--- src/rtl/memory_access.sv ---
// Memory-access pipeline stage: performs loads/stores over a req/ack data port,
// aligns and extends load data, and registers the result toward writeback.
package memory_access_pkg;
  typedef enum logic [1:0] {
    MASK_BYTE = 2'd0,
    MASK_HALF = 2'd1,
    MASK_WORD = 2'd2
  } mem_mask_t;

  typedef struct packed {
    logic [1:0] reg_rd_src;
    logic       memory_read;
    logic       memory_write;
    mem_mask_t  memory_mask;
    logic       memory_sign;
  } instr_t;

  typedef struct packed {
    logic        valid;
    logic [4:0]  address;
    logic [31:0] data;
  } data_t;

  typedef struct packed {
    logic        valid;
    logic        ready;
    logic [31:0] pc;
    logic [31:0] reg_rd1;
    logic [31:0] reg_rd2;
    instr_t      instr;
    data_t       data;
  } stage_status_t;
endpackage

module memory_access
  import memory_access_pkg::*;
#(
  parameter int WIDTH = 32
) (
  input  logic                 clk,
  input  logic                 rst,
  input  stage_status_t        stage_in,
  output stage_status_t        stage_out,
  output logic                 mem_req,
  output logic                 mem_we,
  output logic [WIDTH-1:0]     mem_addr,
  output logic [WIDTH-1:0]     mem_wdata,
  output logic [WIDTH/8-1:0]   mem_wmask,
  input  logic [WIDTH-1:0]     mem_rdata,
  input  logic                 mem_ack,
  output logic                 misaligned
);

  typedef enum logic {
    IDLE = 1'b0,
    BUSY = 1'b1
  } state_t;

  state_t        state, state_next;
  logic          ready;
  stage_status_t out_r;
  stage_status_t pending;

  logic        accept, is_mem, misalign, start;
  logic [31:0] ea;
  logic [31:0] wdata_c;
  logic [3:0]  wmask_c;
  logic [31:0] shifted;
  logic [31:0] load_val;

  assign ea       = stage_in.data.data;
  assign accept   = stage_in.valid && ready;
  assign is_mem   = stage_in.instr.memory_read || stage_in.instr.memory_write;
  assign misalign = is_mem &&
                    (((stage_in.instr.memory_mask == MASK_HALF) && ea[0]) ||
                     ((stage_in.instr.memory_mask == MASK_WORD) && (ea[1:0] != 2'b00)));
  assign start    = accept && is_mem && !misalign;

  always_ff @(posedge clk) begin
    if (rst) state <= IDLE;
    else     state <= state_next;
  end

  always_comb begin
    state_next = state;
    case (state)
      IDLE:    if (start)   state_next = BUSY;
      BUSY:    if (mem_ack) state_next = IDLE;
      default: state_next = IDLE;
    endcase
  end

  always_comb begin
    ready = (state == IDLE);
  end

  always_comb begin
    stage_out       = out_r;
    stage_out.ready = ready;
  end

  // Store lanes are replicated so the byte enables alone select the target bytes.
  always_comb begin
    wdata_c = stage_in.reg_rd2;
    wmask_c = 4'b1111;
    case (stage_in.instr.memory_mask)
      MASK_BYTE: begin
        wdata_c = {4{stage_in.reg_rd2[7:0]}};
        wmask_c = 4'b0001 << ea[1:0];
      end
      MASK_HALF: begin
        wdata_c = {2{stage_in.reg_rd2[15:0]}};
        wmask_c = 4'b0011 << ea[1:0];
      end
      default: begin
        wdata_c = stage_in.reg_rd2;
        wmask_c = 4'b1111;
      end
    endcase
  end

  always_comb begin
    shifted  = mem_rdata >> {pending.data.data[1:0], 3'b000};
    load_val = shifted;
    case (pending.instr.memory_mask)
      MASK_BYTE: load_val = {{24{pending.instr.memory_sign & shifted[7]}}, shifted[7:0]};
      MASK_HALF: load_val = {{16{pending.instr.memory_sign & shifted[15]}}, shifted[15:0]};
      default:   load_val = shifted;
    endcase
  end

  always_ff @(posedge clk) begin
    if (rst) begin
      out_r      <= '0;
      pending    <= '0;
      mem_req    <= 1'b0;
      mem_we     <= 1'b0;
      mem_addr   <= '0;
      mem_wdata  <= '0;
      mem_wmask  <= '0;
      misaligned <= 1'b0;
    end else begin
      out_r.valid <= 1'b0;
      misaligned  <= 1'b0;
      if (state == IDLE) begin
        if (accept) begin
          if (!is_mem) begin
            out_r       <= stage_in;
            out_r.valid <= 1'b1;
          end else if (misalign) begin
            out_r            <= stage_in;
            out_r.valid      <= 1'b1;
            out_r.data.valid <= 1'b0;
            misaligned       <= 1'b1;
          end else begin
            pending   <= stage_in;
            mem_req   <= 1'b1;
            mem_we    <= stage_in.instr.memory_write;
            mem_addr  <= {ea[31:2], 2'b00};
            mem_wdata <= wdata_c;
            mem_wmask <= stage_in.instr.memory_write ? wmask_c : 4'b0000;
          end
        end
      end else if (mem_ack) begin
        mem_req     <= 1'b0;
        mem_we      <= 1'b0;
        mem_wmask   <= '0;
        out_r       <= pending;
        out_r.valid <= 1'b1;
        if (pending.instr.memory_read && !pending.instr.memory_write) begin
          out_r.data.data  <= load_val;
          out_r.data.valid <= 1'b1;
        end else begin
          out_r.data.data  <= pending.data.data;
          out_r.data.valid <= 1'b0;
        end
      end
    end
  end

endmodule

--- config.mk ---
export PLATFORM = sky130hd
export DESIGN_NAME = memory_access
export DESIGN_NICKNAME = d
export VERILOG_FILES = /design/src/rtl/memory_access.sv
export SDC_FILE = /design/constraint.sdc
export NUM_CORES = 1
export LEC_CHECK = 0
export CAP_MARGIN = 20
export CORE_ASPECT_RATIO = 1.4
export CORE_MARGIN = 2
export CORE_UTILIZATION = 44
export CTS_BUF_LIST = sky130_fd_sc_hd__clkbuf_2 sky130_fd_sc_hd__clkbuf_4 sky130_fd_sc_hd__clkbuf_8
export DETAILED_ROUTE_END_ITERATION = 10
export PLACE_DENSITY = 0.78
export SYNTH_ARGS = -nofsm -noshare
export SYNTH_HDL_FRONTEND = slang
export SYNTH_SLANG_ARGS = --single-unit
--- constraint.sdc ---
create_clock -name clk -period 2 [get_ports clk]
set_input_delay 0.4 -clock clk [delete_from_list [all_inputs] [get_ports clk]]
set_output_delay 0.4 -clock clk [all_outputs]
set_load 0.02 [all_outputs]
==> results of run 1 <==
[cell families (layout without fill, tap and decap cells)]
group	count (synthesis)	in the layout
multiplexers	35	35
AND/OR/NAND/NOR	561	561
flip-flops	314	314
AO/OA/AOI/OAI	549	549
other	1	4
XOR/XNOR	1	1
buffers and inverters	187	608
[registers in the layout (all words and copies together), names as in the netlist]
signal / flops
state: 1
mem_wdata: 32
misaligned: 1
mem_we: 1
mem_wmask: 4
stage_out: 142
pending: 132
mem_req: 1
[layout make-up]
type | count | share of cell area, %
clock buffers | 77 | 4.947
diodes | 2 | 0.02614
well taps | 385 | 2.516
clock inverters | 8 | 0.3398
inverters | 4 | 0.07843
repair buffers | 519 | 27.46
flip-flops and latches | 314 | 32.83
multi-input cells | 1148 | 31.80
[power by group through the flow]
stage | registers (uW) | logic [uW] | clock network, uW
3_5_place_dp | 7050 | 3180 | 0
4_1_cts | 6910 | 3140 | 5720
3_3_place_gp | 7030 | 3140 | 0
5_1_grt | 6950 | 3350 | 5990
6_report | 6910 | 3140 | 5620
2_1_floorplan | 7260 | 1290 | 0
[timing repair]
| action | CTS | global route |
|---|---|---|
| pin swaps | 0 | 2 |
| endpoints found under the setup margin | 69 | 88 |
| resized for setup | 69 | 60 |
| buffers inserted | 0 | 2 |
[metrics by stage]
stage                     cell area, um2  hold WS, ns  setup TNS (ns)  std cells  utilization [%]
after floorplan                    13310       0.4368               0       1649                -
after global placement             18050       0.4379         -104.73       2368            60.48
after detailed placement           18050       0.4437         -117.96       2368            60.48
after CTS                          18970       0.2581               0       2453            63.58
after global routing               19140       0.2657               0       2457            64.16
final                              19140       0.2976               0       2457            64.16
[cell usage after synthesis, types with 2 or more instances]
cell and n:
o221ai_1 7, nand3_1 18, a211oi_1 16, nor3b_1 9, clkbuf_1 101, a221oi_1 13, buf_6 8, o2bb2a_1 6
and3_1 6, a22oi_1 114, buf_2 30, nor2_1 46, nor3_1 3, and3b_1 2, a311oi_1 9, o22ai_1 5
inv_1 4, a211o_1 2, mux2i_1 32, nor2b_1 4, or3_1 6, a22o_1 4, buf_4 42, a2bb2oi_1 6
nor2_2 2, a21oi_1 285, a32oi_1 5, and2_1 3, mux2_2 3, o211ai_1 13, nand3b_1 10, dfxtp_1 314
a31oi_1 11, nand2b_1 12, o21ai_0 44, nand2_1 437, buf_1 2
[worst paths after layout]
path	endpoint	slack, ns	cells after the start
worst max-delay path	stage_out[45]	0.04	1
worst min-delay path	pending[40]	0.30	4
worst max register to register	stage_out[9]	0.14	5
worst min register to register	stage_out[49]	0.45	2
[per-layer routing]
layer / part of all wire (%) / track usage, % / vias to the layer above
li1: - / - / 6519
met1: 36 / 32.72 / 6630
met2: 50 / 51.71 / 657
met3: 8.1 / 6.891 / 174
met4: 6.5 / 17.85 / 0
met5: 0 / 0 / -
==> results.json, run 1 <==
{
  "die_w_um": 151.0,
  "ctsLongestPathBuffers": 3,
  "pwr-share-clk_pct": 35.9,
  "final_cell_mix": "nand2_1 (436), dfxtp_1 (314), a21oi_1 (285)",
  "internal_power_uw": 11180,
  "synthTopCellsByArea": "dfxtp_1 (47%), nand2_1 (12%), a21oi_1 (11%)",
  "crit_required_ns": 1.60,
  "syn_to_final_growth_pct": 43.91,
  "status": "finished clean",
  "synth-adder-area-share_pct": 0,
  "grt_overflow": 0,
  "slew_headroom_pct": 31.61,
  "synth_seq_cells": 314,
  "synth_xor_area_share_pct": 0.06584,
  "grt_pass1_wl_um": 74140,
  "setup_slack_ns": 0.03985,
  "htreeDepth": 2,
  "die_height_um": 209.7,
  "path_cells": "clkdlybuf4s50_1",
  "grtUsageTotal_pct": 29.81,
  "die_area_um2": 31660,
  "rows": 75,
  "clk_latency_ns": 0.59,
  "synth_top_family_by_area": "compound AO/OA/AOI/OAI gates",
  "wl_per_cell_um": 20.00,
  "io_buffers": 388,
  "finClkSkew_ns": 0.02444,
  "cpLargestDelayFamily": "buffers and inverters",
  "vias": 13980,
  "combPwrFrac_pct": 20.0,
  "p_leak_uw": 0.008123,
  "crit_buf_inv": 1,
  "clk_pin_slew_ns": 0.06,
  "cts-buffers-inserted": 48,
  "crit_path_max_fanout": 2,
  "hp-start": "stage_in[40]",
  "drtPass1Iterations": 5,
  "netlist.area_leader.share_pct": 47.25,
  "cts_sinks": 314,
  "grt_antenna_before_repair": 2,
  "yosys.area_share.simple_pct": 17.35,
  "nets": 2213,
  "start_kind": "register",
  "tritoncts": "built",
  "path_class": "register to primary output",
  "cts_hold_buf": 0,
  "tightest_slew_ns": 1.026,
  "post-route-drc-count": 0,
  "synth-edff-count": 0,
  "async_reset_ff_share_pct": 0,
  "critPathSlowestCell": "clkdlybuf4s50_1",
  "place_ws_ns": -0.5672,
  "synth.yosys.seq_area_share_pct": 47.25,
  "dp_hpwl_um": 35080,
  "min_period_over_period_pct": 98.01,
  "crit_start": "stage_out[45]",
  "arrival_ns": 1.56,
  "core_um2": 29840,
  "multiInputGateArea_um2": 6088,
  "drv_slew": 0,
  "totalWireLength_um": 49140,
  "crit_path_end_kind": "primary output",
  "sw_frac_of_total_pct": 28.66,
  "drt_iter0_markers": 793,
  "hold_path_class": "input port to register",
  "grt_pass1_vias": 13516,
  "switchingPower_uw": 4492,
  "min_period_ns": 1.960,
  "reg2reg_from": "pending[1]",
  "hold_viol_final": 0,
  "power.density_nw_per_um2": 818.8,
  "synth_cell_type_count": 51,
  "start_util_pct": 44.58,
  "ant_nets": 0,
  "p_total_uw": 15680,
  "gp_congestion": 0.9275,
  "drive_gt1_share_pct": 11.16,
  "final_common_cell": "nand2_1",
  "root_buffer": "clkbuf_8",
  "routed_via_density": 5.690,
  "synth_ff_type": "dfxtp_1",
  "grt_max_degree": 117,
  "synth_cells": 1648,
  "seq_area_um2": 6286,
  "num_io_pins": 392,
  "fmax_mhz": 510.2,
  "rsz0062_at_grt": "false",
  "synth.area.mux_share_pct": 2.662,
  "final-setup-viol-count": 0,
  "pwr-share-seq_pct": 44.1,
  "synth_compound_area_share_pct": 25.44,
  "ys.warnings.count": 0,
  "slowest_delay_ns": 0.65,
  "syn_avg_cell_area_um2": 8.072,
  "cap_viol_max_count": 0,
  "synth_top_cell_by_area": "dfxtp_1",
  "ir_drop_uv": 574.5,
  "synth_area_um2": 13300,
  "fill_cells": 2564
}
Power figures use the tool's default switching activity.
==> inputs of run 2 (changes only) <==
--- a/config.mk
+++ b/config.mk
@@ -11,6 +11,7 @@
 export CORE_UTILIZATION = 44
 export CTS_BUF_LIST = sky130_fd_sc_hd__clkbuf_2 sky130_fd_sc_hd__clkbuf_4 sky130_fd_sc_hd__clkbuf_8
 export DETAILED_ROUTE_END_ITERATION = 10
+export HOLD_SLACK_MARGIN = 0.12
 export PLACE_DENSITY = 0.78
 export SYNTH_ARGS = -nofsm -noshare
 export SYNTH_HDL_FRONTEND = slang
==> results of run 2 <==
Same layout as run 1: the final DEF is identical, and so are final timing and power.
